[config.mk]
export PLATFORM = sky130hd
export DESIGN_NAME = mem_port_arbiter_flat
export DESIGN_NICKNAME = d
export VERILOG_FILES = /design/src/rtl/mem_port_arbiter_if.sv /design/src/rtl/mem_port_arbiter.sv /design/src/flat_wrapper.sv
export SDC_FILE = /design/constraint.sdc
export NUM_CORES = 1
export LEC_CHECK = 0
export ABC_AREA = 1
export CORE_AREA = 4 4 161 163
export CTS_CLUSTER_SIZE = 20
export DETAILED_ROUTE_END_ITERATION = 8
export DIE_AREA = 0 0 165 167
export PLACE_DENSITY_LB_ADDON = 0.25
export REMOVE_ABC_BUFFERS = 1
export SYNTH_ARGS = -nofsm -noshare
export SYNTH_HDL_FRONTEND = slang
export SYNTH_SLANG_ARGS = --single-unit
[constraint.sdc]
create_clock -name clock -period 10.4 [get_ports clock]
set_input_delay 1.04 -clock clock [delete_from_list [all_inputs] [get_ports clock]]
set_output_delay 1.04 -clock clock [all_outputs]
set_load 0.1 [all_outputs]
[src/rtl/mem_port_arbiter_if.sv]
// Signal bundle between the memory-port arbiter, the IF/MEM pipeline stages and the memory bus.
// slave is the arbiter's view; master is the view of everything around it.
interface mem_port_arbiter_if #(
  parameter int ADDR_W = 32
);
  logic              if_req_valid;
  logic              if_req_ready;
  logic [ADDR_W-1:0] if_req_addr;
  logic              if_flush;
  logic              if_rsp_valid;
  logic [31:0]       if_rsp_instr;
  logic              if_rsp_err;

  logic              mem_req_valid;
  logic              mem_req_ready;
  logic              mem_req_wr;
  logic [ADDR_W-1:0] mem_req_addr;
  logic [63:0]       mem_req_wdata;
  logic [7:0]        mem_req_wmask;
  logic              mem_rsp_valid;
  logic [63:0]       mem_rsp_data;
  logic              mem_rsp_err;

  logic              bus_req_valid;
  logic              bus_req_ready;
  logic              bus_req_wr;
  logic [ADDR_W-1:0] bus_req_addr;
  logic [63:0]       bus_req_wdata;
  logic [7:0]        bus_req_wmask;
  logic              bus_rsp_valid;
  logic [63:0]       bus_rsp_data;

  modport slave (
    input  if_req_valid, if_req_addr, if_flush,
    input  mem_req_valid, mem_req_wr, mem_req_addr, mem_req_wdata, mem_req_wmask,
    input  bus_req_ready, bus_rsp_valid, bus_rsp_data,
    output if_req_ready, if_rsp_valid, if_rsp_instr, if_rsp_err,
    output mem_req_ready, mem_rsp_valid, mem_rsp_data, mem_rsp_err,
    output bus_req_valid, bus_req_wr, bus_req_addr, bus_req_wdata, bus_req_wmask
  );

  modport master (
    output if_req_valid, if_req_addr, if_flush,
    output mem_req_valid, mem_req_wr, mem_req_addr, mem_req_wdata, mem_req_wmask,
    output bus_req_ready, bus_rsp_valid, bus_rsp_data,
    input  if_req_ready, if_rsp_valid, if_rsp_instr, if_rsp_err,
    input  mem_req_ready, mem_rsp_valid, mem_rsp_data, mem_rsp_err,
    input  bus_req_valid, bus_req_wr, bus_req_addr, bus_req_wdata, bus_req_wmask
  );
endinterface

[src/rtl/mem_port_arbiter.sv]
// Shares one 64-bit memory port between IF fetches and MEM loads/stores, one transaction at a time.
// MEM wins arbitration unless IF has waited STARVE_MAX grants; WAIT has a response timeout.
//
//   state  | meaning
//   S_IDLE | no transaction; combinational grant, response pulse of the previous access
//   S_REQ  | latched request presented on the bus until accepted
//   S_WAIT | waiting for bus response or timeout
module mem_port_arbiter #(
  parameter int ADDR_W      = 32,
  parameter int STARVE_MAX  = 4,
  parameter int TIMEOUT_CYC = 255
) (
  input  logic                clock,
  input  logic                reset,
  mem_port_arbiter_if.slave   port
);
  typedef enum logic [1:0] {S_IDLE = 2'd0, S_REQ = 2'd1, S_WAIT = 2'd2} state_t;

  localparam int SW = $clog2(STARVE_MAX + 1);
  localparam int TW = (TIMEOUT_CYC > 1) ? $clog2(TIMEOUT_CYC) : 1;
  localparam logic [SW-1:0] STARVE_LIM = SW'(STARVE_MAX);
  localparam logic [TW-1:0] TMR_LOAD   = TW'(TIMEOUT_CYC - 1);

  state_t            state, state_nxt;
  logic              grant_mem, grant_if, rsp_done, tmr_tc;
  logic              owner_if, drop;
  logic [SW-1:0]     starve_cnt;
  logic [TW-1:0]     tmr;
  logic              lat_wr;
  logic [ADDR_W-1:0] lat_addr;
  logic [63:0]       lat_wdata;
  logic [7:0]        lat_wmask;
  logic              if_rv, if_err, mem_rv, mem_err;
  logic [31:0]       if_instr;
  logic [63:0]       mem_data;

  // Grant is gated by reset so every output reads 0 while reset is held.
  always_comb begin
    grant_mem = 1'b0;
    grant_if  = 1'b0;
    if (state == S_IDLE && !reset) begin
      if (port.mem_req_valid && !(port.if_req_valid && starve_cnt == STARVE_LIM))
        grant_mem = 1'b1;
      else if (port.if_req_valid && !port.if_flush)
        grant_if = 1'b1;
    end
  end

  assign tmr_tc   = (tmr == '0);
  assign rsp_done = (state == S_WAIT) && (port.bus_rsp_valid || tmr_tc);

  always_ff @(posedge clock or posedge reset) begin
    if (reset) state <= S_IDLE;
    else       state <= state_nxt;
  end

  always_comb begin
    state_nxt = state;
    case (state)
      S_IDLE:  if (grant_mem || grant_if) state_nxt = S_REQ;
      S_REQ:   if (port.bus_req_ready)    state_nxt = S_WAIT;
      S_WAIT:  if (rsp_done)              state_nxt = S_IDLE;
      default: state_nxt = S_IDLE;
    endcase
  end

  always_comb begin
    port.if_req_ready  = grant_if;
    port.mem_req_ready = grant_mem;
    port.bus_req_valid = (state == S_REQ);
  end

  assign port.bus_req_wr    = lat_wr;
  assign port.bus_req_addr  = lat_addr;
  assign port.bus_req_wdata = lat_wdata;
  assign port.bus_req_wmask = lat_wmask;
  assign port.if_rsp_valid  = if_rv;
  assign port.if_rsp_instr  = if_instr;
  assign port.if_rsp_err    = if_err;
  assign port.mem_rsp_valid = mem_rv;
  assign port.mem_rsp_data  = mem_data;
  assign port.mem_rsp_err   = mem_err;

  always_ff @(posedge clock or posedge reset) begin
    if (reset) begin
      owner_if   <= 1'b0;
      drop       <= 1'b0;
      starve_cnt <= '0;
      tmr        <= '0;
      lat_wr     <= 1'b0;
      lat_addr   <= '0;
      lat_wdata  <= '0;
      lat_wmask  <= '0;
      if_rv      <= 1'b0;
      if_err     <= 1'b0;
      if_instr   <= '0;
      mem_rv     <= 1'b0;
      mem_err    <= 1'b0;
      mem_data   <= '0;
    end else begin
      if_rv    <= 1'b0;
      if_err   <= 1'b0;
      if_instr <= '0;
      mem_rv   <= 1'b0;
      mem_err  <= 1'b0;
      mem_data <= '0;

      if (grant_mem || grant_if) begin
        owner_if  <= grant_if;
        lat_wr    <= grant_mem && port.mem_req_wr;
        lat_addr  <= grant_mem ? port.mem_req_addr  : port.if_req_addr;
        lat_wdata <= grant_mem ? port.mem_req_wdata : 64'h0;
        lat_wmask <= grant_mem ? port.mem_req_wmask : 8'h00;
      end

      if (state == S_REQ && port.bus_req_ready) tmr <= TMR_LOAD;
      else if (state == S_WAIT && !tmr_tc)      tmr <= tmr - 1'b1;

      if (grant_if)
        starve_cnt <= '0;
      else if (grant_mem && port.if_req_valid) begin
        if (starve_cnt != STARVE_LIM) starve_cnt <= starve_cnt + 1'b1;
      end else if (state == S_IDLE && !port.if_req_valid)
        starve_cnt <= '0;

      if (state == S_IDLE)                drop <= 1'b0;
      else if (owner_if && port.if_flush) drop <= 1'b1;

      // A flush arriving in the completing cycle suppresses the response too.
      if (rsp_done) begin
        if (owner_if) begin
          if (!(drop || port.if_flush)) begin
            if_rv  <= 1'b1;
            if_err <= !port.bus_rsp_valid;
            if (port.bus_rsp_valid)
              if_instr <= lat_addr[2] ? port.bus_rsp_data[63:32] : port.bus_rsp_data[31:0];
          end
        end else begin
          mem_rv  <= 1'b1;
          mem_err <= !port.bus_rsp_valid;
          if (port.bus_rsp_valid && !lat_wr) mem_data <= port.bus_rsp_data;
        end
      end
    end
  end
endmodule

[src/flat_wrapper.sv]
// flat-port wrapper written by rule: the top's interface ports become plain ports
module mem_port_arbiter_flat 
#(
  parameter int ADDR_W      = 32,
  parameter int STARVE_MAX  = 4,
  parameter int TIMEOUT_CYC = 255
)
  (clock, reset, port_if_req_valid, port_if_req_addr, port_if_flush, port_mem_req_valid, port_mem_req_wr, port_mem_req_addr, port_mem_req_wdata, port_mem_req_wmask, port_bus_req_ready, port_bus_rsp_valid, port_bus_rsp_data, port_if_req_ready, port_if_rsp_valid, port_if_rsp_instr, port_if_rsp_err, port_mem_req_ready, port_mem_rsp_valid, port_mem_rsp_data, port_mem_rsp_err, port_bus_req_valid, port_bus_req_wr, port_bus_req_addr, port_bus_req_wdata, port_bus_req_wmask);
  mem_port_arbiter_if #(.ADDR_W(ADDR_W)) port_i ();
  input  logic clock;
  input  logic reset;
  input wire logic [$bits(port_i.if_req_valid)-1:0] port_if_req_valid;
  input wire logic [$bits(port_i.if_req_addr)-1:0] port_if_req_addr;
  input wire logic [$bits(port_i.if_flush)-1:0] port_if_flush;
  input wire logic [$bits(port_i.mem_req_valid)-1:0] port_mem_req_valid;
  input wire logic [$bits(port_i.mem_req_wr)-1:0] port_mem_req_wr;
  input wire logic [$bits(port_i.mem_req_addr)-1:0] port_mem_req_addr;
  input wire logic [$bits(port_i.mem_req_wdata)-1:0] port_mem_req_wdata;
  input wire logic [$bits(port_i.mem_req_wmask)-1:0] port_mem_req_wmask;
  input wire logic [$bits(port_i.bus_req_ready)-1:0] port_bus_req_ready;
  input wire logic [$bits(port_i.bus_rsp_valid)-1:0] port_bus_rsp_valid;
  input wire logic [$bits(port_i.bus_rsp_data)-1:0] port_bus_rsp_data;
  output wire logic [$bits(port_i.if_req_ready)-1:0] port_if_req_ready;
  output wire logic [$bits(port_i.if_rsp_valid)-1:0] port_if_rsp_valid;
  output wire logic [$bits(port_i.if_rsp_instr)-1:0] port_if_rsp_instr;
  output wire logic [$bits(port_i.if_rsp_err)-1:0] port_if_rsp_err;
  output wire logic [$bits(port_i.mem_req_ready)-1:0] port_mem_req_ready;
  output wire logic [$bits(port_i.mem_rsp_valid)-1:0] port_mem_rsp_valid;
  output wire logic [$bits(port_i.mem_rsp_data)-1:0] port_mem_rsp_data;
  output wire logic [$bits(port_i.mem_rsp_err)-1:0] port_mem_rsp_err;
  output wire logic [$bits(port_i.bus_req_valid)-1:0] port_bus_req_valid;
  output wire logic [$bits(port_i.bus_req_wr)-1:0] port_bus_req_wr;
  output wire logic [$bits(port_i.bus_req_addr)-1:0] port_bus_req_addr;
  output wire logic [$bits(port_i.bus_req_wdata)-1:0] port_bus_req_wdata;
  output wire logic [$bits(port_i.bus_req_wmask)-1:0] port_bus_req_wmask;
  assign port_i.if_req_valid = port_if_req_valid;
  assign port_i.if_req_addr = port_if_req_addr;
  assign port_i.if_flush = port_if_flush;
  assign port_i.mem_req_valid = port_mem_req_valid;
  assign port_i.mem_req_wr = port_mem_req_wr;
  assign port_i.mem_req_addr = port_mem_req_addr;
  assign port_i.mem_req_wdata = port_mem_req_wdata;
  assign port_i.mem_req_wmask = port_mem_req_wmask;
  assign port_i.bus_req_ready = port_bus_req_ready;
  assign port_i.bus_rsp_valid = port_bus_rsp_valid;
  assign port_i.bus_rsp_data = port_bus_rsp_data;
  assign port_if_req_ready = port_i.if_req_ready;
  assign port_if_rsp_valid = port_i.if_rsp_valid;
  assign port_if_rsp_instr = port_i.if_rsp_instr;
  assign port_if_rsp_err = port_i.if_rsp_err;
  assign port_mem_req_ready = port_i.mem_req_ready;
  assign port_mem_rsp_valid = port_i.mem_rsp_valid;
  assign port_mem_rsp_data = port_i.mem_rsp_data;
  assign port_mem_rsp_err = port_i.mem_rsp_err;
  assign port_bus_req_valid = port_i.bus_req_valid;
  assign port_bus_req_wr = port_i.bus_req_wr;
  assign port_bus_req_addr = port_i.bus_req_addr;
  assign port_bus_req_wdata = port_i.bus_req_wdata;
  assign port_bus_req_wmask = port_i.bus_req_wmask;
  mem_port_arbiter #(.ADDR_W(ADDR_W), .STARVE_MAX(STARVE_MAX), .TIMEOUT_CYC(TIMEOUT_CYC)) u_core (.clock(clock), .reset(reset), .port(port_i));
endmodule
==> run summary <==
The flow ran to the end, and the final reports show no timing, DRC or antenna violations. Max-cap violations in this run came to 0. The post-route netlist has 4.75% of its cells at a drive strength greater than 1.

The final design area excluding fillers is 0.0140 sq mm. The die is 167 microns tall. Counting the buffers created by CTS gives 26. Summed over all failing endpoints, the final setup total negative slack is 0 ns.

The number of buffers inserted by hold repair at cts is 0. Ranked by total cell area, the synthesized netlist is headed by sky130_fd_sc_hd__dfrtp_1 (63%), sky130_fd_sc_hd__nand2_1 (14%), sky130_fd_sc_hd__nand3_1 (7.9%), sky130_fd_sc_hd__nor2_1 (4.7%), sky130_fd_sc_hd__mux2i_1 (3.7%). After Yosys synthesis, and, or, nand and nor cells account for 27.6% of the synthesized area. Final global-route overflow total: 0. Of the total synthesized cell area, the portion taken by XOR and XNOR cells is 0.300%. In this run, synthesis produced a sequential element count of 220. The worst path uses 51.2% of the clock period. Summed over all layers, the routed wires come to 31.3 mm.

TritonCTS built the clock tree. In this run the worst path has a maximum fanout of 105. The clock root buffer was sky130_fd_sc_hd__clkbuf_16.

Once the floorplan was initialized, standard cells occupied 36.0% of the core. The synthesized design devotes to its leading area cell type 62.8% of total area. The logs give 106 for the largest net degree at the start of global routing and 26 for the number of distinct standard cells referenced by the synthesized netlist.

The clock-pin transition on the worst setup and hold timing paths is 0.06 ns, and the cell area reported after detailed placement is 0.0131 sq mm. Using the TritonRoute via totals, the vias-per-cell ratio works out to 4.81. The total count of max-transition violations in the final report came out at 0.

On the final layout, the worst clock skew is 0.0117 ns. The run gives 0 as the final count of hold timing violations. The layout has 2162 filler cells. Setup repair after global routing left no endpoint under its margin. The weighted congestion at the end of routability-driven global placement was 0.837. For this run, design rule violations remaining after detail routing come to 0.

The first global-routing pass estimated 46.4 mm of wire. 416 I/O pins were placed. The via count of the first global-routing pass is 7994. STA classifies the critical path startpoint as an input port. After synthesis, the largest family of logic cells by area is simple AND/OR/NAND/NOR gates. The area added between synthesis and finish was 59.6%. The dominant register cell in the synthesized netlist was sky130_fd_sc_hd__dfrtp_1. The count of nets left with antenna violations once routing finished came out at 0.

Before antenna repair, the detailed router went through 4 iterations. After the last flow step, the layout net total stands at 1541. The number of DRC markers after the initial detailed-route iteration came out at 468. Summing over every cut layer, the via total after detailed routing is 8045.

Critical path capture point type: a primary output. The clock passes through at most 3 buffers. The area used by multi-input combinational logic was 0.00292 sq mm; the number of enable-type register cells in the synthesized netlist was 0. The multiplexer fraction of the synthesized cell area was 3.65%.

The library cell occupying the most area in the post-synthesis netlist was sky130_fd_sc_hd__dfrtp_1. The minimum clock period works out to 5.33 ns. The tools report the worst slew margin relative to its limit as 25.6%. The tools report the required time reported for the critical path endpoint as 9.36 ns. After technology mapping, the gate count stands at 933.

After legalization and detailed placement, the total HPWL measured 22.2 mm. After synthesis, the share of flip-flops with an asynchronous set or reset is 100%. For this run, the top clock speed supported by timing is 188 MHz. The width of the die was 165 microns. The run gives 6.48 nW as the leakage dissipation.

The power density of the placed cells is 322 mW/mm^2, and the number of rows in the core area is 57. The CTS sink count came out at 220. Of the total synthesized cell area, the portion taken by full adders, half adders and majority gates is 0.571%. The synthesized netlist occupies a cell area of 0.00877 sq mm. The setup violation total in the final timing report was 0; the detail-routed net length per standard cell was 18.7 microns.

After floorplanning, the core was sized to cover 0.0243 sq mm. For this run, the number of Yosys warnings is 0. The clock latency on the worst-skew pair came out at 0.52 ns. The transition time at the pin with the least slew margin is 1.11 ns, and the critical path data arrival time is 4.29 ns.

Summing all flip-flop and latch instances after layout gives 0.00551 sq mm. The post-synthesis area per instance works out to 9.40 sq um. The fraction of the mapped netlist area in compound gates came out at 0.942%. The path category of the worst min-delay check is flip-flop to flip-flop.

In the synthesized netlist, the cells that appear most often are sky130_fd_sc_hd__nand2_1 (316), sky130_fd_sc_hd__dfrtp_1 (220), sky130_fd_sc_hd__nand3_1 (139). The setup path with the least slack is of type input port to primary output. Buffers added to address setup during post-CTS repair amount to 0. The worst-case IR drop observed on VDD is 0.201 mV.

The initial antenna violation count was 5. After clock tree synthesis, the repair step resized 0 gates. Combined global-route utilization of all metal layers: 21.7%. The area of the die was 0.0276 sq mm. The most common cell in the synthesized netlist was sky130_fd_sc_hd__nand2_1. During placement, the flow inserted port buffers numbering 415. The tools report the CTS H-tree depth as 1. For the sequential share of the synthesized area, the log shows 62.8%.
## cell families after synthesis
| group | Yosys count |
|---|---|
| compound gates | 13 |
| xor+xnor | 3 |
| fa+ha+maj | 4 |
| buf+inv | 79 |
| flops | 220 |
| mux | 32 |
| simple gates | 582 |
## worst max-delay path, stage by stage
cell and delay (ns):
sky130_fd_sc_hd__clkdlybuf4s50_1 0.49, sky130_fd_sc_hd__inv_8 0.52, sky130_fd_sc_hd__nand2_1 0.20, sky130_fd_sc_hd__nor2_4 0.64, sky130_fd_sc_hd__clkdlybuf4s50_1 1.27
## path summary, 6_finish.rpt
kind | cells past startpoint | startpoint | slack [ns] | endpoint
worst max-delay path | 5 | reset | 5.07 | port_mem_req_ready
worst min-delay path | 2 | u_core.port.bus_req_wdata[10]$_DFFE_PP0P_ | 0.47 | u_core.port.bus_req_wdata[10]$_DFFE_PP0P_
worst max register to register | 8 | u_core.starve_cnt[0]$_DFFE_PP0P_ | 7.67 | u_core.port.bus_req_addr[29]$_DFFE_PP0P_
worst min register to register | 2 | u_core.port.bus_req_wdata[10]$_DFFE_PP0P_ | 0.47 | u_core.port.bus_req_wdata[10]$_DFFE_PP0P_
max in group asynchronous | 4 | reset | 7.31 | u_core.port.mem_rsp_data[2]$_DFF_PP0_
min in group asynchronous | 2 | reset | 1.04 | u_core.port.bus_req_wdata[7]$_DFFE_PP0P_
## routing by layer
layer,wire length [microns],part of all wire (%),track usage [%],up-vias
met1,11200,36,23.9,3873
met5,47,0.15,0,-
li1,-,-,-,3770
met3,3830,12,10.2,61
met4,1060,3.4,7.16,6
met2,15100,48,36.7,335
## registers in the layout, indices dropped and copies added, names as in the netlist
name	count
u_core.port.bus_req_wmask	8
u_core.port.if_rsp_err	1
u_core.state	2
u_core.port.bus_req_wr	1
u_core.tmr	8
u_core.owner_if	1
u_core.port.if_rsp_instr	32
u_core.port.mem_rsp_data	64
u_core.port.mem_rsp_err	1
u_core.port.bus_req_addr	32
u_core.port.mem_rsp_valid	1
u_core.starve_cnt	3
u_core.port.if_rsp_valid	1
u_core.drop	1
u_core.port.bus_req_wdata	64
## placed cells by master (no fill, tap or decap)
cell type / netlist / routed
sky130_fd_sc_hd__dfrtp_2: 0 / 1
sky130_fd_sc_hd__a21oi_4: 1 / 1
sky130_fd_sc_hd__nor2_2: 2 / 1
sky130_fd_sc_hd__inv_8: 0 / 1
sky130_fd_sc_hd__diode_2: 0 / 2
sky130_fd_sc_hd__nand2_2: 0 / 1
sky130_fd_sc_hd__nor2_1: 110 / 109
sky130_fd_sc_hd__nand2_1: 316 / 315
sky130_fd_sc_hd__clkinv_2: 0 / 6
sky130_fd_sc_hd__clkbuf_16: 0 / 27
sky130_fd_sc_hd__nor3_1: 1 / 1
sky130_fd_sc_hd__dfrtp_1: 220 / 219
sky130_fd_sc_hd__nor3b_1: 1 / 1
sky130_fd_sc_hd__nand3_4: 1 / 1
sky130_fd_sc_hd__bufinv_16: 0 / 1
sky130_fd_sc_hd__o21ai_1: 1 / 1
sky130_fd_sc_hd__nor2_4: 2 / 4
sky130_fd_sc_hd__clkbuf_1: 22 / 6
sky130_fd_sc_hd__clkinv_4: 0 / 1
sky130_fd_sc_hd__buf_4: 3 / 10
sky130_fd_sc_hd__inv_2: 1 / 2
sky130_fd_sc_hd__ha_1: 4 / 4
sky130_fd_sc_hd__inv_1: 21 / 19
sky130_fd_sc_hd__nand3_1: 139 / 139
sky130_fd_sc_hd__xor2_1: 3 / 3
sky130_fd_sc_hd__o21ai_2: 1 / 1
sky130_fd_sc_hd__nand4_1: 9 / 9
sky130_fd_sc_hd__or2_2: 1 / 1
sky130_fd_sc_hd__mux2i_1: 32 / 32
sky130_fd_sc_hd__clkbuf_8: 0 / 5
sky130_fd_sc_hd__o21ai_0: 9 / 9
sky130_fd_sc_hd__clkdlybuf4s50_1: 0 / 415
sky130_fd_sc_hd__o21bai_1: 1 / 1
## layout make-up
cell class	instances	area share (%)
sequential	220	39.4
timing repair buffer	425	30.2
multi-input combinational	634	20.8
clock buffer	38	5.48
tap	324	2.90
inverter	22	0.644
clock inverter	8	0.492
antenna	2	0.0358
## where the power goes
part	internal (W)	switching (W)	total, W
sequential	0.00106	0.000121	0.00118
clock	0.000533	0.000353	0.000886
combinational	0.000549	0.00188	0.00243
## metrics by stage
stage	utilization, %	power, W	hold WS, ns	setup slack (ns)	cells
2_1_floorplan	-	0.00298	0.426	0.399	876
3_3_place_gp	54.1	0.00361	0.452	4.97	1625
3_5_place_dp	54.1	0.00364	0.457	5.00	1625
4_1_cts	57.5	0.00453	0.472	5.00	1671
5_1_grt	57.5	0.00469	0.485	4.84	1673
6_report	57.5	0.00450	0.467	5.07	1673
Note: power is estimated with default switching activity, not from simulation.
==> edit 1: new RTL, same settings <==
`STARVE_MAX` is set to 4 in 2 places; all go to 2.
--- a/src/rtl/mem_port_arbiter.sv
+++ b/src/rtl/mem_port_arbiter.sv
@@ -8,5 +8,5 @@
 module mem_port_arbiter #(
   parameter int ADDR_W      = 32,
-  parameter int STARVE_MAX  = 4,
+  parameter int STARVE_MAX  = 2,
   parameter int TIMEOUT_CYC = 255
 ) (
--- a/src/flat_wrapper.sv
+++ b/src/flat_wrapper.sv
@@ -3,5 +3,5 @@
 #(
   parameter int ADDR_W      = 32,
-  parameter int STARVE_MAX  = 4,
+  parameter int STARVE_MAX  = 2,
   parameter int TIMEOUT_CYC = 255
 )
Formal check against the unedited RTL: same outputs for any inputs over 4 cycles, from zero or initial values and one cycle with reset high; that may be too few to reach the edited logic, so the function may still have changed.
==> edit 1 against the original RTL <==
- design area rose by 1.6%
- sequential cell count shrank 1
- routed wire length fell by 1.5%
- synthesized area is 3.7% higher
- core utilization grew 0.93 points
- synthesized cell count down 1.5%
- final cell count fell by 0.42%
- worst setup slack better by 0.14 ns
- total power is 9.4% higher
- non-clock buffer count shrank 3
- critical endpoint is now port_if_req_ready
- largest power group unchanged
==> edit 1: results (changes against the original RTL) <==
grt:
  antenna_found_initial: 7  # +2
  grt_pass1_wl_um: 45900  # -1.1%
  grt_start_max_net_pins: 108  # +1.9%
  grt_pass1_vias: 7794  # -2.5%
pwr:
  peakVddDrop_mv: 0.255  # +27%
  power_leakage_uw: 0.00644  # -0.56%
  power.density_nw_per_um2: 346  # +7.7%
yosys:
  yosys-top-cells-count: "nand2_1, dfrtp_1, nor2_1"
  yosysSeqAreaShare_pct: 60.3  # -2.5 points
setup_path:
  worst-path-max-fanout: 81  # -23%
  r2r_slack_ns: 7.08  # -0.59 ns
  reg2reg_depth: 9  # +1
  timing.rr.end: "u_core.port.bus_req_wdata[23]"
finish:
  drive_above_1_share_pct: 8.98  # +4.2 points
  final_nets: 1529  # -0.78%
cts:
  numCtsBuffers: 25  # -3.8%
sta:
  holdWs_ns: 0.469  # +0.00136 ns
  skew_ns: 0.0149  # +0.00323 ns
detailed_routing:
  avgViaCountPerCell: 4.64  # -3.4%
  wl_per_cell_um: 18.5  # -1.1%
worst_hold_path:
  worstHoldStart: "u_core.port.bus_req_wdata[30]"
  hold_end: "u_core.port.bus_req_wdata[30]"
place:
  post_dp_cell_area_um2: 13400  # +1.7%
  hpwl_um: 22200  # -0.16%
outcome:
  outcome: "completed"
## edit 1: cell count changes after synthesis, sizes merged, moves of 4 or more
cell | before | now
nor2 | 114 | 146
nand3 | 140 | 13
nand4 | 9 | 5
clkbuf | 22 | 14
nand2 | 316 | 342
a21oi | 1 | 33
o21ai | 11 | 46
## edit 1: metrics by stage
step	setup slack, ns	std cells
after floorplan	0.383	869
final	5.22	1666
after global routing	4.89	1666
after global placement	5.11	1615
after detailed placement	5.14	1615
after CTS	5.13	1661
## edit 1: routing by layer
metal  vias up  GRT usage, %  routed length, µm
li1       3662             -                  -
met1      3690          24.3              11400
met2       331          36.7              15100
met3        51          9.22               3550
met4         4          6.44                742
met5         -             0                 22
## edit 1: layout make-up
class	instances	area, µm²
diodes	5	12.5
fillers	2127	10100
clock buffers	37	751
repair buffers	422	4210
well taps	324	405
multi-input cells	627	3180
inverters	23	95.1
flip-flops and latches	219	5480
clock inverters	9	85.1
## edit 1: cells by family after synthesis
group | Yosys count | synth area share (%)
fa+ha+maj | 3 | 0.413
mux | 32 | 3.52
buf+inv | 73 | 4.97
compound gates | 80 | 4.47
xor+xnor | 2 | 0.193
flops | 219 | 60.3
simple gates | 510 | 26.2
## edit 1: report_power, final
part	switching [µW]	internal, µW	leakage (µW)
clock	357	526	0.000422
combinational	2190	622	0.00314
sequential	140	1090	0.00288
total	2680	2240	0.00644
## edit 1: tightest hold or removal path: stages, from the launching register on
cell and delay (ns):
dfrtp_1 0.34, nand2_1 0.05, nand2_1 0.04
==> edit 2: new RTL, same settings <==
Without the edit above. Re-encode `state_t` (3 states) as one-hot, 3 bits wide.
--- a/src/rtl/mem_port_arbiter.sv
+++ b/src/rtl/mem_port_arbiter.sv
@@ -15,5 +15,5 @@
   mem_port_arbiter_if.slave   port
 );
-  typedef enum logic [1:0] {S_IDLE = 2'd0, S_REQ = 2'd1, S_WAIT = 2'd2} state_t;
+  typedef enum logic [2:0] {S_IDLE = 3'b001, S_REQ = 3'b010, S_WAIT = 3'b100} state_t;
 
   localparam int SW = $clog2(STARVE_MAX + 1);
Formal check against the unedited RTL: same outputs for any inputs over 4 cycles, from zero or initial values and one cycle with reset high; so few cycles prove little.
==> edit 2 against the original RTL <==
- sequential cell count rose by 1
- total power rose by 0.25%
- routed wire length fell by 0.57%
- worst setup slack got worse by 0.092 ns
- sequential share of layout area fell by 0.51 points
- design area rose by 1.8%
- register-to-register slack got worse by 0.73 ns
- synthesized area rose by 3.6%
- critical endpoint unchanged
- largest cell class unchanged
==> edit 2: results (changes against the original RTL) <==
pwr:
  power_leakage_uw: 0.00686  # +5.9%
  peakVddDrop_mv: 0.257  # +28%
setup_path:
  worst-endpoint-arrival_ns: 4.38  # +0.09 ns
  r2r_slack_ns: 6.94  # -0.73 ns
  worst-path-max-fanout: 70  # -33%
  r2r_start: "u_core.state[0]"
  crit_path_max_incr_delay_ns: 1.15  # -0.12 ns
  reg2reg_depth: 6  # -2
place:
  hpwl_um: 21800  # -1.7%
  routabilityCongestion: 0.801  # -4.3%
yosys:
  ys_types: 26  # unchanged
  async_flop_share_pct: 100  # unchanged
  yosys-top-cells-count: "nand2_1, dfrtp_1, nand3_1"
  synth_area_leaders: "dfrtp_1, nand2_1, nand3_1"
  yosysSeqAreaShare_pct: 60.9  # -1.9 points
grt:
  grt_start_max_net_pins: 95  # -10%
  antenna_found_initial: 7  # +2
  grt_use_total_pct: 21.5  # -0.16 points
  grt_pass1_wl_um: 47100  # +1.5%
detailed_routing:
  avgViaCountPerCell: 4.79  # -0.37%
  drt_first_pass_iters: 7  # +3
  wirelength_um: 31100  # -0.57%
cts:
  h-tree-depth: 1  # unchanged
  numCtsBuffers: 24  # -7.7%
finish:
  drive_above_1_share_pct: 4.31  # -0.44 points
  final_nets: 1611  # +4.5%
outcome:
  outcome: "completed"
sta:
  tightestPinTransition_ns: 1.10  # -0.0120 ns
worst_hold_path:
  hold_end: "u_core.port.bus_req_wdata[42]"
==> edit 2: metrics by stage <==
step                hold slack (ns)  utilization [%]  setup slack (ns)  std cells  area (µm²)
finish                        0.499             58.6              4.98       1745       14200
global route                  0.522             58.5              4.77       1744       14200
CTS                           0.502             58.5              4.96       1740       14200
detailed placement            0.486             55.3              4.97       1697       13400
global placement              0.482             55.3              5.02       1697       13400
floorplan                     0.466                -              3.31        949        8780
==> edit 2: cell families after synthesis <==
family | share of synthesized area (%)
simple gates | 29.6
flops | 60.9
buf+inv | 4.60
mux | 3.53
compound gates | 0.634
fa+ha+maj | 0.551
xor+xnor | 0.193
==> edit 2: critical path: cells and delay by family <==
kind | cells | cell delay (ns)
buf+inv | 3 | 1.91
simple gates | 2 | 1.36
==> edit 2: power breakdown <==
part	leakage [µW]	total (µW)	switching, µW	internal, µW
clock network	0.000396	846	346	500
registers	0.00293	1190	118	1070
logic	0.00354	2470	1900	574
total	0.00686	4510	2360	2150
==> edit 2: area by class of cell <==
class                   instances  area (µm²)
fillers                      2167       10100
flip-flops and latches        221        5530
repair buffers                424        4220
multi-input cells             698        3160
clock buffers                  35         712
well taps                     324         405
inverters                      30         120
clock inverters                 8        80.1
diodes                          5        12.5
==> edit 2: per-layer routing <==
layer  share of wire [%]  GRT usage (%)  vias up
met4                 2.1           5.24        4
li1                    -              -     3988
met5               0.080              0        -
met2                  48           36.1      371
met1                  38           25.9     3947
met3                  12           8.65       50
==> edit 2: worst max-delay path by stage <==
stage / start / to / cells after the start
global route: reset / port_mem_req_ready / 5
global placement: reset / port_mem_req_ready / 5
finish: reset / port_mem_req_ready / 5
detailed placement: reset / port_mem_req_ready / 5
floorplan: reset / u_core.drop / 1
CTS: reset / port_mem_req_ready / 5
